**config.mk**
```make
export PLATFORM = sky130hd
export DESIGN_NAME = bus_cycle_sequencer_flat
export DESIGN_NICKNAME = d
export VERILOG_FILES = /design/src/rtl/bus_cycle_sequencer_if.sv /design/src/rtl/bus_cycle_sequencer.sv /design/src/flat_wrapper.sv
export SDC_FILE = /design/constraint.sdc
export NUM_CORES = 1
export LEC_CHECK = 0
export ABC_AREA = 1
export CORE_MARGIN = 3
export CORE_UTILIZATION = 50
export CTS_BUF_LIST = sky130_fd_sc_hd__clkbuf_8 sky130_fd_sc_hd__clkbuf_16
export DETAILED_ROUTE_END_ITERATION = 16
export GPL_TIMING_DRIVEN = 1
export PLACE_DENSITY = 0.83
export SETUP_SLACK_MARGIN = 0.02
export SYNTH_ARGS = -nofsm -noshare
export SYNTH_HDL_FRONTEND = slang
export SYNTH_SLANG_ARGS = --single-unit
```
**constraint.sdc**
```tcl
create_clock -name clk -period 5 [get_ports clk]
set_input_delay 1 -clock clk [delete_from_list [all_inputs] [get_ports clk]]
set_output_delay 1 -clock clk [all_outputs]
set_load 0.01 [all_outputs]
```
**src/rtl/bus_cycle_sequencer_if.sv**
```systemverilog
// Request, status and bus-pin signals between the bus-cycle sequencer and its neighbours.
// master = the sequencer, slave = request front-end / pin drivers / bus model.
interface bus_cycle_sequencer_if #(
  parameter int BURST_MAX = 4,
  parameter int TIMEOUT_W = 8
);
  localparam int LEN_W = $clog2(BURST_MAX) + 1;

  logic                 activate;
  logic [LEN_W-1:0]     burst_len;
  logic [TIMEOUT_W-1:0] timeout_limit;
  logic                 as_feedback;
  logic                 latch;
  logic                 berr;
  logic                 mc_clk_rising;

  logic [3:0]           state;
  logic                 busy;
  logic                 drive_bus;
  logic                 drive_as;
  logic                 drive_ds;
  logic                 do_latch;
  logic [LEN_W-1:0]     beat_idx;
  logic                 done;
  logic [1:0]           err;

  modport master (
    input  activate, burst_len, timeout_limit, as_feedback, latch, berr, mc_clk_rising,
    output state, busy, drive_bus, drive_as, drive_ds, do_latch, beat_idx, done, err
  );

  modport slave (
    output activate, burst_len, timeout_limit, as_feedback, latch, berr, mc_clk_rising,
    input  state, busy, drive_bus, drive_as, drive_ds, do_latch, beat_idx, done, err
  );
endinterface

```
**src/rtl/bus_cycle_sequencer.sv**
```systemverilog
// Registered 68k-style bus-cycle sequencer: one request runs a burst of bus cycles with
// setup stretch, AS/DSACK timeout and BERR abort. All outputs are Moore decodes.
//
// state      | meaning
// -----------+----------------------------------------------------------
// WAIT       | idle, sampling activate
// ACTIVATE   | request accepted, length captured
// SETUP_BUS  | address/FC driven, setup stretch (SETUP_CYCLES clocks)
// DRIVE_AS   | AS asserted, waiting for AS feedback
// DRIVE_DS   | DS asserted
// WAIT_DSACK | waiting for DSACK (latch)
// LATCH      | read data captured this clock
// CLEAR_AS   | strobes released
// ON_DSACK   | waiting for AS low on a 68k clock rising edge
// FINALIZE   | next beat or request done
// ERROR      | aborted (BERR/timeout), drives off until bus idle
module bus_cycle_sequencer #(
  parameter int BURST_MAX    = 4,
  parameter int SETUP_CYCLES = 1,
  parameter int TIMEOUT_W    = 8
) (
  input  logic                  clk,
  input  logic                  reset,
  bus_cycle_sequencer_if.master bus
);
  localparam int LEN_W   = $clog2(BURST_MAX) + 1;
  localparam int SETUP_W = $clog2(SETUP_CYCLES + 1);

  localparam logic [1:0] ERR_OK      = 2'd0;
  localparam logic [1:0] ERR_BERR    = 2'd1;
  localparam logic [1:0] ERR_TIMEOUT = 2'd2;

  typedef enum logic [3:0] {
    ST_WAIT       = 4'd0,
    ST_ACTIVATE   = 4'd1,
    ST_SETUP_BUS  = 4'd2,
    ST_DRIVE_AS   = 4'd3,
    ST_DRIVE_DS   = 4'd4,
    ST_WAIT_DSACK = 4'd5,
    ST_LATCH      = 4'd6,
    ST_CLEAR_AS   = 4'd7,
    ST_ON_DSACK   = 4'd8,
    ST_FINALIZE   = 4'd9,
    ST_ERROR      = 4'd10
  } state_t;

  state_t               state_q, state_d;
  logic [LEN_W-1:0]     len_q, len_d;
  logic [LEN_W-1:0]     beat_q, beat_d;
  logic [SETUP_W-1:0]   setup_q, setup_d;
  logic [TIMEOUT_W-1:0] tmo_q, tmo_d;
  logic [1:0]           err_q, err_d;
  logic                 done_q, done_d;

  logic [LEN_W-1:0]     len_clamped;
  logic [LEN_W-1:0]     beat_next;
  logic                 tmo_hit;
  logic                 bus_idle_edge;

  always_comb begin
    len_clamped = bus.burst_len;
    if (bus.burst_len == '0)
      len_clamped = LEN_W'(1);
    else if (bus.burst_len > LEN_W'(BURST_MAX))
      len_clamped = LEN_W'(BURST_MAX);
  end

  assign beat_next     = beat_q + LEN_W'(1);
  assign tmo_hit       = (bus.timeout_limit != '0) &&
                         (tmo_q == bus.timeout_limit - TIMEOUT_W'(1));
  assign bus_idle_edge = !bus.as_feedback && bus.mc_clk_rising;

  // Abort priority in the strobe states: BERR, then timeout, then normal progress.
  always_comb begin
    state_d = state_q;
    len_d   = len_q;
    beat_d  = beat_q;
    err_d   = err_q;
    done_d  = 1'b0;
    case (state_q)
      ST_WAIT: begin
        if (bus.activate) begin
          state_d = ST_ACTIVATE;
          len_d   = len_clamped;
          beat_d  = '0;
          err_d   = ERR_OK;
        end
      end
      ST_ACTIVATE:  state_d = ST_SETUP_BUS;
      ST_SETUP_BUS: if (setup_q == '0) state_d = ST_DRIVE_AS;
      ST_DRIVE_AS: begin
        if (bus.berr) begin
          state_d = ST_ERROR;
          err_d   = ERR_BERR;
        end else if (tmo_hit) begin
          state_d = ST_ERROR;
          err_d   = ERR_TIMEOUT;
        end else if (bus.as_feedback) begin
          state_d = ST_DRIVE_DS;
        end
      end
      ST_DRIVE_DS: begin
        if (bus.berr) begin
          state_d = ST_ERROR;
          err_d   = ERR_BERR;
        end else begin
          state_d = ST_WAIT_DSACK;
        end
      end
      ST_WAIT_DSACK: begin
        if (bus.berr) begin
          state_d = ST_ERROR;
          err_d   = ERR_BERR;
        end else if (tmo_hit) begin
          state_d = ST_ERROR;
          err_d   = ERR_TIMEOUT;
        end else if (bus.latch) begin
          state_d = ST_LATCH;
        end
      end
      ST_LATCH:    state_d = ST_CLEAR_AS;
      ST_CLEAR_AS: state_d = ST_ON_DSACK;
      ST_ON_DSACK: if (bus_idle_edge) state_d = ST_FINALIZE;
      ST_FINALIZE: begin
        if (beat_next < len_q) begin
          state_d = ST_SETUP_BUS;
          beat_d  = beat_next;
        end else begin
          state_d = ST_WAIT;
          done_d  = 1'b1;
        end
      end
      ST_ERROR: begin
        if (bus_idle_edge) begin
          state_d = ST_WAIT;
          done_d  = 1'b1;
        end
      end
      default: state_d = ST_WAIT;
    endcase
  end

  // Setup stretch is a down-counter loaded on entry, exit on terminal count.
  always_comb begin
    setup_d = setup_q;
    if (state_d == ST_SETUP_BUS && state_q != ST_SETUP_BUS)
      setup_d = SETUP_W'(SETUP_CYCLES - 1);
    else if (state_q == ST_SETUP_BUS && setup_q != '0)
      setup_d = setup_q - SETUP_W'(1);
  end

  always_comb begin
    tmo_d = tmo_q;
    if (state_d != state_q)
      tmo_d = '0;
    else if ((state_q == ST_DRIVE_AS || state_q == ST_WAIT_DSACK) && tmo_q != '1)
      tmo_d = tmo_q + TIMEOUT_W'(1);
  end

  always_ff @(posedge clk) begin
    if (reset) begin
      state_q <= ST_WAIT;
      len_q   <= '0;
      beat_q  <= '0;
      setup_q <= '0;
      tmo_q   <= '0;
      err_q   <= ERR_OK;
      done_q  <= 1'b0;
    end else begin
      state_q <= state_d;
      len_q   <= len_d;
      beat_q  <= beat_d;
      setup_q <= setup_d;
      tmo_q   <= tmo_d;
      err_q   <= err_d;
      done_q  <= done_d;
    end
  end

  assign bus.state     = state_q;
  assign bus.busy      = (state_q != ST_WAIT) && (state_q <= ST_ERROR);
  assign bus.drive_bus = (state_q >= ST_SETUP_BUS) && (state_q <= ST_LATCH);
  assign bus.drive_as  = (state_q >= ST_DRIVE_AS)  && (state_q <= ST_LATCH);
  assign bus.drive_ds  = (state_q >= ST_DRIVE_DS)  && (state_q <= ST_LATCH);
  assign bus.do_latch  = (state_q == ST_LATCH);
  assign bus.beat_idx  = beat_q;
  assign bus.done      = done_q;
  assign bus.err       = err_q;
endmodule

```
**src/flat_wrapper.sv**
```systemverilog
// flat-port wrapper written by rule: the top's interface ports become plain ports
module bus_cycle_sequencer_flat 
#(
  parameter int BURST_MAX    = 4,
  parameter int SETUP_CYCLES = 1,
  parameter int TIMEOUT_W    = 8
)
  (clk, reset, bus_activate, bus_burst_len, bus_timeout_limit, bus_as_feedback, bus_latch, bus_berr, bus_mc_clk_rising, bus_state, bus_busy, bus_drive_bus, bus_drive_as, bus_drive_ds, bus_do_latch, bus_beat_idx, bus_done, bus_err);
  bus_cycle_sequencer_if #(.BURST_MAX(BURST_MAX), .TIMEOUT_W(TIMEOUT_W)) bus_i ();
  input  logic clk;
  input  logic reset;
  input wire logic [$bits(bus_i.activate)-1:0] bus_activate;
  input wire logic [$bits(bus_i.burst_len)-1:0] bus_burst_len;
  input wire logic [$bits(bus_i.timeout_limit)-1:0] bus_timeout_limit;
  input wire logic [$bits(bus_i.as_feedback)-1:0] bus_as_feedback;
  input wire logic [$bits(bus_i.latch)-1:0] bus_latch;
  input wire logic [$bits(bus_i.berr)-1:0] bus_berr;
  input wire logic [$bits(bus_i.mc_clk_rising)-1:0] bus_mc_clk_rising;
  output wire logic [$bits(bus_i.state)-1:0] bus_state;
  output wire logic [$bits(bus_i.busy)-1:0] bus_busy;
  output wire logic [$bits(bus_i.drive_bus)-1:0] bus_drive_bus;
  output wire logic [$bits(bus_i.drive_as)-1:0] bus_drive_as;
  output wire logic [$bits(bus_i.drive_ds)-1:0] bus_drive_ds;
  output wire logic [$bits(bus_i.do_latch)-1:0] bus_do_latch;
  output wire logic [$bits(bus_i.beat_idx)-1:0] bus_beat_idx;
  output wire logic [$bits(bus_i.done)-1:0] bus_done;
  output wire logic [$bits(bus_i.err)-1:0] bus_err;
  assign bus_i.activate = bus_activate;
  assign bus_i.burst_len = bus_burst_len;
  assign bus_i.timeout_limit = bus_timeout_limit;
  assign bus_i.as_feedback = bus_as_feedback;
  assign bus_i.latch = bus_latch;
  assign bus_i.berr = bus_berr;
  assign bus_i.mc_clk_rising = bus_mc_clk_rising;
  assign bus_state = bus_i.state;
  assign bus_busy = bus_i.busy;
  assign bus_drive_bus = bus_i.drive_bus;
  assign bus_drive_as = bus_i.drive_as;
  assign bus_drive_ds = bus_i.drive_ds;
  assign bus_do_latch = bus_i.do_latch;
  assign bus_beat_idx = bus_i.beat_idx;
  assign bus_done = bus_i.done;
  assign bus_err = bus_i.err;
  bus_cycle_sequencer #(.BURST_MAX(BURST_MAX), .SETUP_CYCLES(SETUP_CYCLES), .TIMEOUT_W(TIMEOUT_W)) u_core (.clk(clk), .reset(reset), .bus(bus_i));
endmodule
```
Word level (Yosys, flattened, before mapping) --
Index checks and enable logic that the tools add are counted.
Operators by class: add/sub/neg operators 4, magnitude comparators 7, equality and inequality tests 19, multiplexer cells 26, reduce and logical (&&, ||, !) cells 23
Operators with widths (count):
- $mux 4 | 11
- $pmux 4 s11 | 1
- $eq 4x3->1 const B | 4
- $eq 4x2->1 const B | 3
- $eq 4x4->1 const B | 3
- $mux 3 | 4
- $mux 2 | 5
- $logic_and 1x1->1 | 9
- $add 8x1->8 const B | 1
- $eq 8x8->1 | 1
- $ge 4x2->1 const B | 2
- $ne 8x8->1 const B | 1
- $reduce_bool 8->1 | 1
- $sub 8x1->8 const B | 1
- $pmux 2 s3 | 1
- $pmux 3 s2 | 1
- $reduce_or 2->1 | 3
- $eq 4x1->1 const B | 1
- $ge 4x3->1 const B | 1
- $le 4x3->1 const B | 1
- $le 4x4->1 const B | 1
- $logic_not 4->1 | 1
- $ne 2x2->1 const B | 2
- $ne 4x2->1 const B | 1
- 18 further kinds | 19
Storage, ports and cells: register bits 22, input bits 18

Longest topological paths before layout --
Gate-level depths: netlist (run 1).
depth in word-level cells 9, mapped depth 17

Worst setup path after synthesis (run 1) --
No wires, ideal clock.
path kind in2reg, start point in bus_timeout_limit[0], end point reg u_core.tmo_q[0], arrival 2.320 ns, data required time 4.879 ns, slack 2.559 ns, stages 16, buffers on the path 0, path through inv_1 -> ha_1 -> nand2_1 -> inv_1 -> nor2_1 -> nand2_1 -> nor2_1 -> nand2_1 -> nor2_1 -> nand3_2 -> nand2_1 -> nand2_2 -> nand2_1 -> nand2_1 -> nand3_4 -> nor3_1
On the way: longest elaborated chain between the ends 8, elaborated cells on any way between the ends 11, those cells by class add/sub (1); eq/ne (2); mux (5); reduce/logical (3)
Ends and longest elaborated chain:
- from (decl) | RTL line flat_wrapper.sv:14 | input wire logic [$bits(bus_i.timeout_limit)-1:0] bus_timeout_limit;
- $sub 8x1->8 | RTL line bus_cycle_sequencer.sv:70 | (tmo_q == bus.timeout_limit - TIMEOUT_W'(1));
- $eq 8x8->1 | RTL line bus_cycle_sequencer.sv:70
- $logic_and 1x1->1 (*) | RTL line bus_cycle_sequencer.sv:69 | assign tmo_hit = (bus.timeout_limit != '0) &&
- $mux 4 (on tied branches) | RTL line bus_cycle_sequencer.sv:114, bus_cycle_sequencer.sv:95
- $mux 4 (on tied branches) | RTL line bus_cycle_sequencer.sv:111, bus_cycle_sequencer.sv:92
- $pmux 4 s11 (*) | RTL line bus_cycle_sequencer.sv:80 | case (state_q)
- $ne 4x4->1 (*) | RTL line bus_cycle_sequencer.sv:154 | if (state_d != state_q)
- $reduce_or 2->1 (no line) (*)
- to (signal assigned) | RTL line bus_cycle_sequencer.sv:174 | tmo_q <= tmo_d;
- to (decl) | RTL line bus_cycle_sequencer.sv:51 | logic [TIMEOUT_W-1:0] tmo_q, tmo_d;
Every way passes the cells marked *; elsewhere a longest branch is shown, timed or not. A chain may end at the register's enable or synchronous reset.

Worst setup path in the final report (run 1) --
start point in bus_timeout_limit[0], end point reg u_core.tmo_q[4]
The elaborated chain is that of the path after synthesis.

==> impl_metrics.csv, run 1 <==
group,metric,value,unit
run_status,outcome,"complete, no violations",
logic_synthesis,yosysWarnings,0,
worst_hold_path,hp-start,"u_core.len_q[0]",
worst_setup_path,r2r-start,"u_core.bus.beat_idx[0]",
worst_setup_path,endpoint_kind,"flop",
floorplanning,rows,20,
global_routing,grt_overflow_total,0,
sta,relSlewSlack,72.3,%
finish,drive_gt1_share,9.09,%
sta,hold_viol,0,
global_routing,grt_pass1_vias,1598,
placement,dpl.hpwl,2960,µm
placement,gp_congestion,0.929,
sta,rsz0062_at_grt,"no",
clocking,cts_tree,"done",
floorplanning,die_area,4130,µm²
route,dr.first_iter.drc_count,131,
worst_setup_path,cp_max_fo,8,
worst_hold_path,hold_depth,2,
route,ant_nets,0,
worst_setup_path,cp-start-kind,"input port",
sta,fin_crit_sh,57.8,%
power,cellLeakagePower,0.978,nW
sta,post-route-min-period,2.89,ns
power,power_density,243,nW/µm²
sta,fin_ws,2.11,ns
worst_setup_path,path_class,"in -> reg",
logic_synthesis,netlist_instances,274,
route,drc,0,
clocking,cts.repair.resized,0,
sta,maxSlewViolCount,0,
logic_synthesis,synth_top_family_by_area,"simple AND/OR/NAND/NOR gates",
logic_synthesis,yosys.area_share.simple,42.0,%
placement,portBuffers,32,
floorplanning,die_h,64.3,µm
global_routing,grt_first_pass_wirelength,6830,µm
worst_setup_path,reg2reg_to,"u_core.setup_q",
power,vdd_drop_max,0.182,mV
global_routing,antenna_found_initial,0,
sta,setup_viol,0,
logic_synthesis,synth_fa_ha_area_share,4.42,%
finish,syn_to_final_growth,24.9,%
floorplanning,chipWidth,64.3,µm
floorplanning,ios,33,
sta,tightest_slew,0.414,ns
logic_synthesis,synth-xor-area-share,7.23,%
clocking,clock_latency,0.26,ns
clocking,clock_path_buffers,2,
route,vias,1753,
route,wire_per_inst,10.6,µm
worst_hold_path,hold_class,"reg -> reg",
logic_synthesis,syn_nets,298,
finish,final_common_cell,"nand2_1",
logic_synthesis,synthTopCellsByArea,"dfxtp_1 26%, nand2_1 15%, inv_1 9.5%",
flow_run,drv_cap,0,
clocking,htreeDepth,1,
sta,clock.fmax,346,MHz
worst_setup_path,ff2ff_path_depth,11,
route,drt_first_pass_iters,4,
placement,dpl_worst_slack,1.85,ns
clocking,ctsHoldBuffers,0,
route,routed_wl,3750,µm
sta,fin_tns_setup,0,ns
worst_setup_path,timing.reg2reg.setup_slack,2.93,ns
clocking,clk_pin_slew,0.08,ns
logic_synthesis,synthMuxAreaShare,0.590,%
clocking,cts_sinks,22,
logic_synthesis,yosysTopAreaCell,"dfxtp_1",
logic_synthesis,synth_compound_area_share,8.41,%
global_routing,grt_max_degree,13,
finish,nNetsFinal,333,
logic_synthesis,syn_area_per_cell,6.19,µm²
logic_synthesis,ys_ff_latch,22,
sta,skew,0.0107,ns
route,viasPerCell,4.98,
worst_setup_path,cp.arrival,3.03,ns
clocking,post_cts_buffers,0,
clocking,cts-root-buf,"clkbuf_8",
global_routing,track_usage,20.3,%
worst_setup_path,required,5.14,ns
finish,mostFrequentLayoutCells,"67 x nand2_1, 43 x inv_1, 42 x nor2_1",
logic_synthesis,synth_area,1700,µm²
placement,post_dp_cell_area,2060,µm²
floorplanning,core_region_area,3150,µm²
clocking,cts_made_buffers,3,
finish,final_area,2120,µm²
logic_synthesis,synth_top_area_share,26.0,%
worst_hold_path,hold_end,"u_core.len_q[0]",
finish,diodes,0,
logic_synthesis,yosysUniqueCellTypes,34,
floorplanning,initial_utilization,53.8,%
logic_synthesis,seq_area_frac_synth,26.0,%
[how the worst max path moves through the flow]
stage	endpoint	slack (ns)	from
3_3_place_gp	u_core.tmo_q[1]	1.91	bus_timeout_limit[0]
6_report	u_core.tmo_q[4]	2.11	bus_timeout_limit[0]
2_1_floorplan	u_core.tmo_q[0]	2.56	bus_timeout_limit[0]
4_1_cts	u_core.tmo_q[4]	2.09	bus_timeout_limit[0]
5_1_grt	u_core.tmo_q[5]	1.92	bus_timeout_limit[0]
3_5_place_dp	u_core.tmo_q[4]	1.85	bus_timeout_limit[0]
[cell type report]
cell class,instances,area (µm²)
Multi-Input combinational cell,201,1060
Tap cell,44,55.1
Sequential cell,22,440
Clock buffer,4,55.1
Timing Repair Buffer,32,320
Inverter,49,184
Fill cell,302,1030
[cells by family (layout without fill, tap and decap cells)]
kind of cell,count (synthesis),after routing
xor gates and xnor gates,14,14
and+or+nand+nor,154,154
DFF,22,22
AOI/OAI and AO/OA,26,26
adders and majority gates,6,6
muxes,1,1
buffers and inverters,51,85
[synth_stat cells (all sizes together)]
library cell and count:
xor2 9, o21bai 1, a31oi 1, inv 49, nand3b 1, a211oi 1, nand2 73, nor3 10
nor4 2, mux2i 1, nand4 3, dfxtp 22, or2 1, nand3 16, nor2 47, clkbuf 2
ha 6, o22ai 2, xnor2 5, and3 1, o2111ai 1, a21oi 10, o21ai 10
[state kept, by name (all words and copies together), names as in the netlist]
name,cells
u_core.tmo_q,8
u_core.bus.state,4
u_core.len_q,3
u_core.bus.done,1
u_core.bus.err,2
u_core.bus.beat_idx,3
u_core.setup_q,1
[where the power goes]
group          total [W]  switching, W  internal (W)
combinational   0.000190      0.000109     0.0000818
sequential      0.000198     0.0000106      0.000188
clock           0.000126     0.0000560     0.0000702
total           0.000515      0.000175      0.000340
[worst max-delay path, cell delays in order]
cell             delay, ns
clkdlybuf4s50_1       0.51
inv_1                 0.09
ha_1                  0.30
nand2_1               0.07
inv_1                 0.04
nor2_1                0.07
nand2_1               0.05
nor2_1                0.08
nand2_1               0.06
nor2_1                0.12
nand3_2               0.10
nand3_1               0.16
nand3_1               0.12
nand2_2               0.18
nor3_1                0.08
[metrics by stage]
step	hold slack, ns	utilization (%)	std cells	total power, W
finish	0.474	67.2	352	0.000515
global route	0.504	67.2	352	0.000555
CTS	0.476	67.2	352	0.000519
detailed placement	0.464	65.4	348	0.000391
global placement	0.457	65.4	348	0.000389
floorplan	0.445	-	274	0.000321
[metal layers]
layer | up-vias | GRT usage (%) | wire length, µm
li1 | 924 | - | -
met2 | 42 | 31.3 | 1640
met5 | - | 0 | 0
met4 | 0 | 6.60 | 52
met3 | 6 | 2.64 | 152
met1 | 781 | 29.0 | 1900
Power figures use the tool's default switching activity.
==> inputs of run 2 (changes only) <==
--- a/config.mk
+++ b/config.mk
@@ -7,11 +7,11 @@
 export LEC_CHECK = 0
 export ABC_AREA = 1
 export CORE_MARGIN = 3
-export CORE_UTILIZATION = 50
+export CORE_UTILIZATION = 47
 export CTS_BUF_LIST = sky130_fd_sc_hd__clkbuf_8 sky130_fd_sc_hd__clkbuf_16
 export DETAILED_ROUTE_END_ITERATION = 16
 export GPL_TIMING_DRIVEN = 1
-export PLACE_DENSITY = 0.83
+export PLACE_DENSITY = 0.82
 export SETUP_SLACK_MARGIN = 0.02
 export SYNTH_ARGS = -nofsm -noshare
 export SYNTH_HDL_FRONTEND = slang
==> constraint.sdc (replaced) <==
create_clock -name clk -period 2.4 [get_ports clk]
set_input_delay 0.48 -clock clk [delete_from_list [all_inputs] [get_ports clk]]
set_output_delay 0.48 -clock clk [all_outputs]
set_load 0.01 [all_outputs]
==> run 2 against run 1 <==
Against the previous run:
- sequential power up 110%
- clock power rose to 2.7 times the previous value
- final cell count grew 1.4%
- clock skew increased by 0.0037 ns
- non-clock buffer count grew 3
- global-route usage fell by 0.90 points
- sequential cell count did not move
- die area is 5.8% higher
- highest routed layer unchanged
- first-iteration DRC count down 20%
==> impl_metrics.csv, run 2 (same netlist as run 1, synthesis figures left out) <==
group,metric,value,unit
worst_setup_path,cp.arrival,1.81,ns
power,power_density,533,nW/µm²
power,vdd_drop_max,0.337,mV
floorplanning,die_area,4370,µm²
clocking,cts_made_buffers,3,
route,vias,1770,
global_routing,grt_overflow_total,0,
finish,nNetsFinal,336,
finish,top_register,"u_core.tmo_q",
floorplanning,die_h,66.1,µm
worst_setup_path,critPathSlowestCell,"clkdlybuf4s50_1",
finish,drive_gt1_share,15.8,%
finish,nFillCells,311,
sta,clock.fmax,436,MHz
worst_setup_path,startpoint,"u_core.bus.state[3]",
clocking,cts_tree,"done",
global_routing,antenna_found_initial,0,
finish,final_common_cell,"nand2_1",
floorplanning,initial_utilization,49.7,%
clocking,post_cts_buffers,0,
sta,relSlewSlack,73.5,%
floorplanning,core_region_area,3420,µm²
worst_setup_path,critPathMaxStageDelay,0.54,ns
route,drt_first_pass_iters,4,
worst_setup_path,timing.critical_path.cells,"inv_2, nand2_4, nor2_2, inv_1, nand4_1, clkdlybuf4s50_1",
sta,fin_tns_setup,0,ns
finish,diodes,0,
sta,hold-worst-slack,0.477,ns
global_routing,track_usage,19.4,%
global_routing,grt_pass1_vias,1643,
route,wire_per_inst,11.6,µm
power,total_power,0.00119,W
sta,tightest_slew,0.396,ns
finish,seq_area,442,µm²
floorplanning,rows,21,
sta,maxSlewViolCount,0,
sta,hold_viol,0,
placement,gp_congestion,0.921,
sta,setup_viol,0,
finish,syn_to_final_growth,32.0,%
clocking,clk_pin_slew,0.09,ns
power,cellLeakagePower,1.02,nW
finish,multi_input_comb_area,1140,µm²
sta,post-route-min-period,2.29,ns
placement,dpl.hpwl,3210,µm
run_status,outcome,"complete, no violations",
floorplanning,ios,33,
placement,portBuffers,32,
sta,skew,0.0144,ns
floorplanning,chipWidth,66.1,µm
worst_setup_path,r2r-start,"u_core.bus.beat_idx[0]",
clocking,cts-root-buf,"clkbuf_8",
clocking,clock_path_buffers,2,
clocking,cts_sinks,22,
clocking,ctsHoldBuffers,0,
route,ant_nets,0,
worst_setup_path,required,1.92,ns
worst_setup_path,cp_max_fo,7,
route,routed_wl,4130,µm
worst_hold_path,hp-start,"u_core.len_q[0]",
global_routing,grt_max_degree,14,
global_routing,grt_first_pass_wirelength,6740,µm
sta,rsz0062_at_grt,"no",
finish,fin_util,65.6,%
worst_setup_path,path_class,"reg -> out",
worst_hold_path,hold_class,"reg -> reg",
flow_run,drv_cap,0,
route,viasPerCell,4.96,
worst_setup_path,endpoint_kind,"output port",
finish,largest_register_ff_count,8,
finish,mostFrequentLayoutCells,"64 x nand2_1, 41 x inv_1, 39 x nor2_1",
worst_setup_path,cp-start-kind,"flop",
sta,fin_crit_sh,95.6,%
route,drc,0,
route,dr.first_iter.drc_count,105,
clocking,clock_latency,0.27,ns
clocking,htreeDepth,1,
run 2: cell count changes in the layout (fill, tap and decap cells not counted), moves of 2 or more:
cell / delta
nor3_1: -6
nand2_1: -3
buf_4: +3
nor2_2: +3
clkdlybuf4s50_1: -2
inv_2: +2
nand2_2: +2
nor3_2: +6
inv_1: -2
dlymetal6s2s_1: +2
nor2_1: -3
run 2: worst max-delay path: cells and delay by family (launching register included):
kind	cells	cell delay, ns
buffers and inverters	3	0.76
flip-flops	1	0.41
AND/OR/NAND/NOR	3	0.37
run 2: cell type report:
type | count | share of cell area, %
clock buffer | 3 | 1.84
clock inverter | 1 | 1.34
inverter | 49 | 8.21
multi-input combinational | 201 | 50.8
sequential | 22 | 19.7
tap | 46 | 2.57
timing repair buffer | 35 | 15.5
run 2: per-stage QoR:
step / worst slack [ns] / cell area [µm²] / cells
floorplan: 0.479 / 1700 / 274
global placement: -0.116 / 2090 / 353
detailed placement: -0.231 / 2090 / 353
CTS: 0.0415 / 2160 / 357
global route: 0.0102 / 2240 / 357
finish: 0.106 / 2240 / 357
run 2: timing repair:
item / in CTS / in global routing
endpoints found under the hold margin: 0 / 0
gates resized for setup: 0 / 21
setup endpoints to repair: 0 / 13
run 2: per-layer routing:
| layer | global-route usage [%] | share of wire [%] | vias to the layer above |
|---|---|---|---|
| li1 | - | - | 926 |
| met1 | 25.2 | 45 | 800 |
| met2 | 33.2 | 49 | 42 |
| met3 | 2.72 | 5.3 | 2 |
| met4 | 5.33 | 0.46 | 0 |
| met5 | 0 | 0 | - |
run 2: worst paths after layout:
kind / to / slack (ns) / depth (start not counted)
max: bus_drive_as / 0.11 / 6
max reg2reg: u_core.setup_q / 0.30 / 11
min: u_core.len_q[0] / 0.48 / 2
min reg2reg: u_core.len_q[0] / 0.48 / 2
run 2: power by group:
part	switching (W)	total [W]	leakage, nW	internal, W
Combinational	0.000251	0.000433	0.808	0.000183
Sequential	0.0000240	0.000416	0.179	0.000392
Clock	0.000122	0.000345	0.0357	0.000223
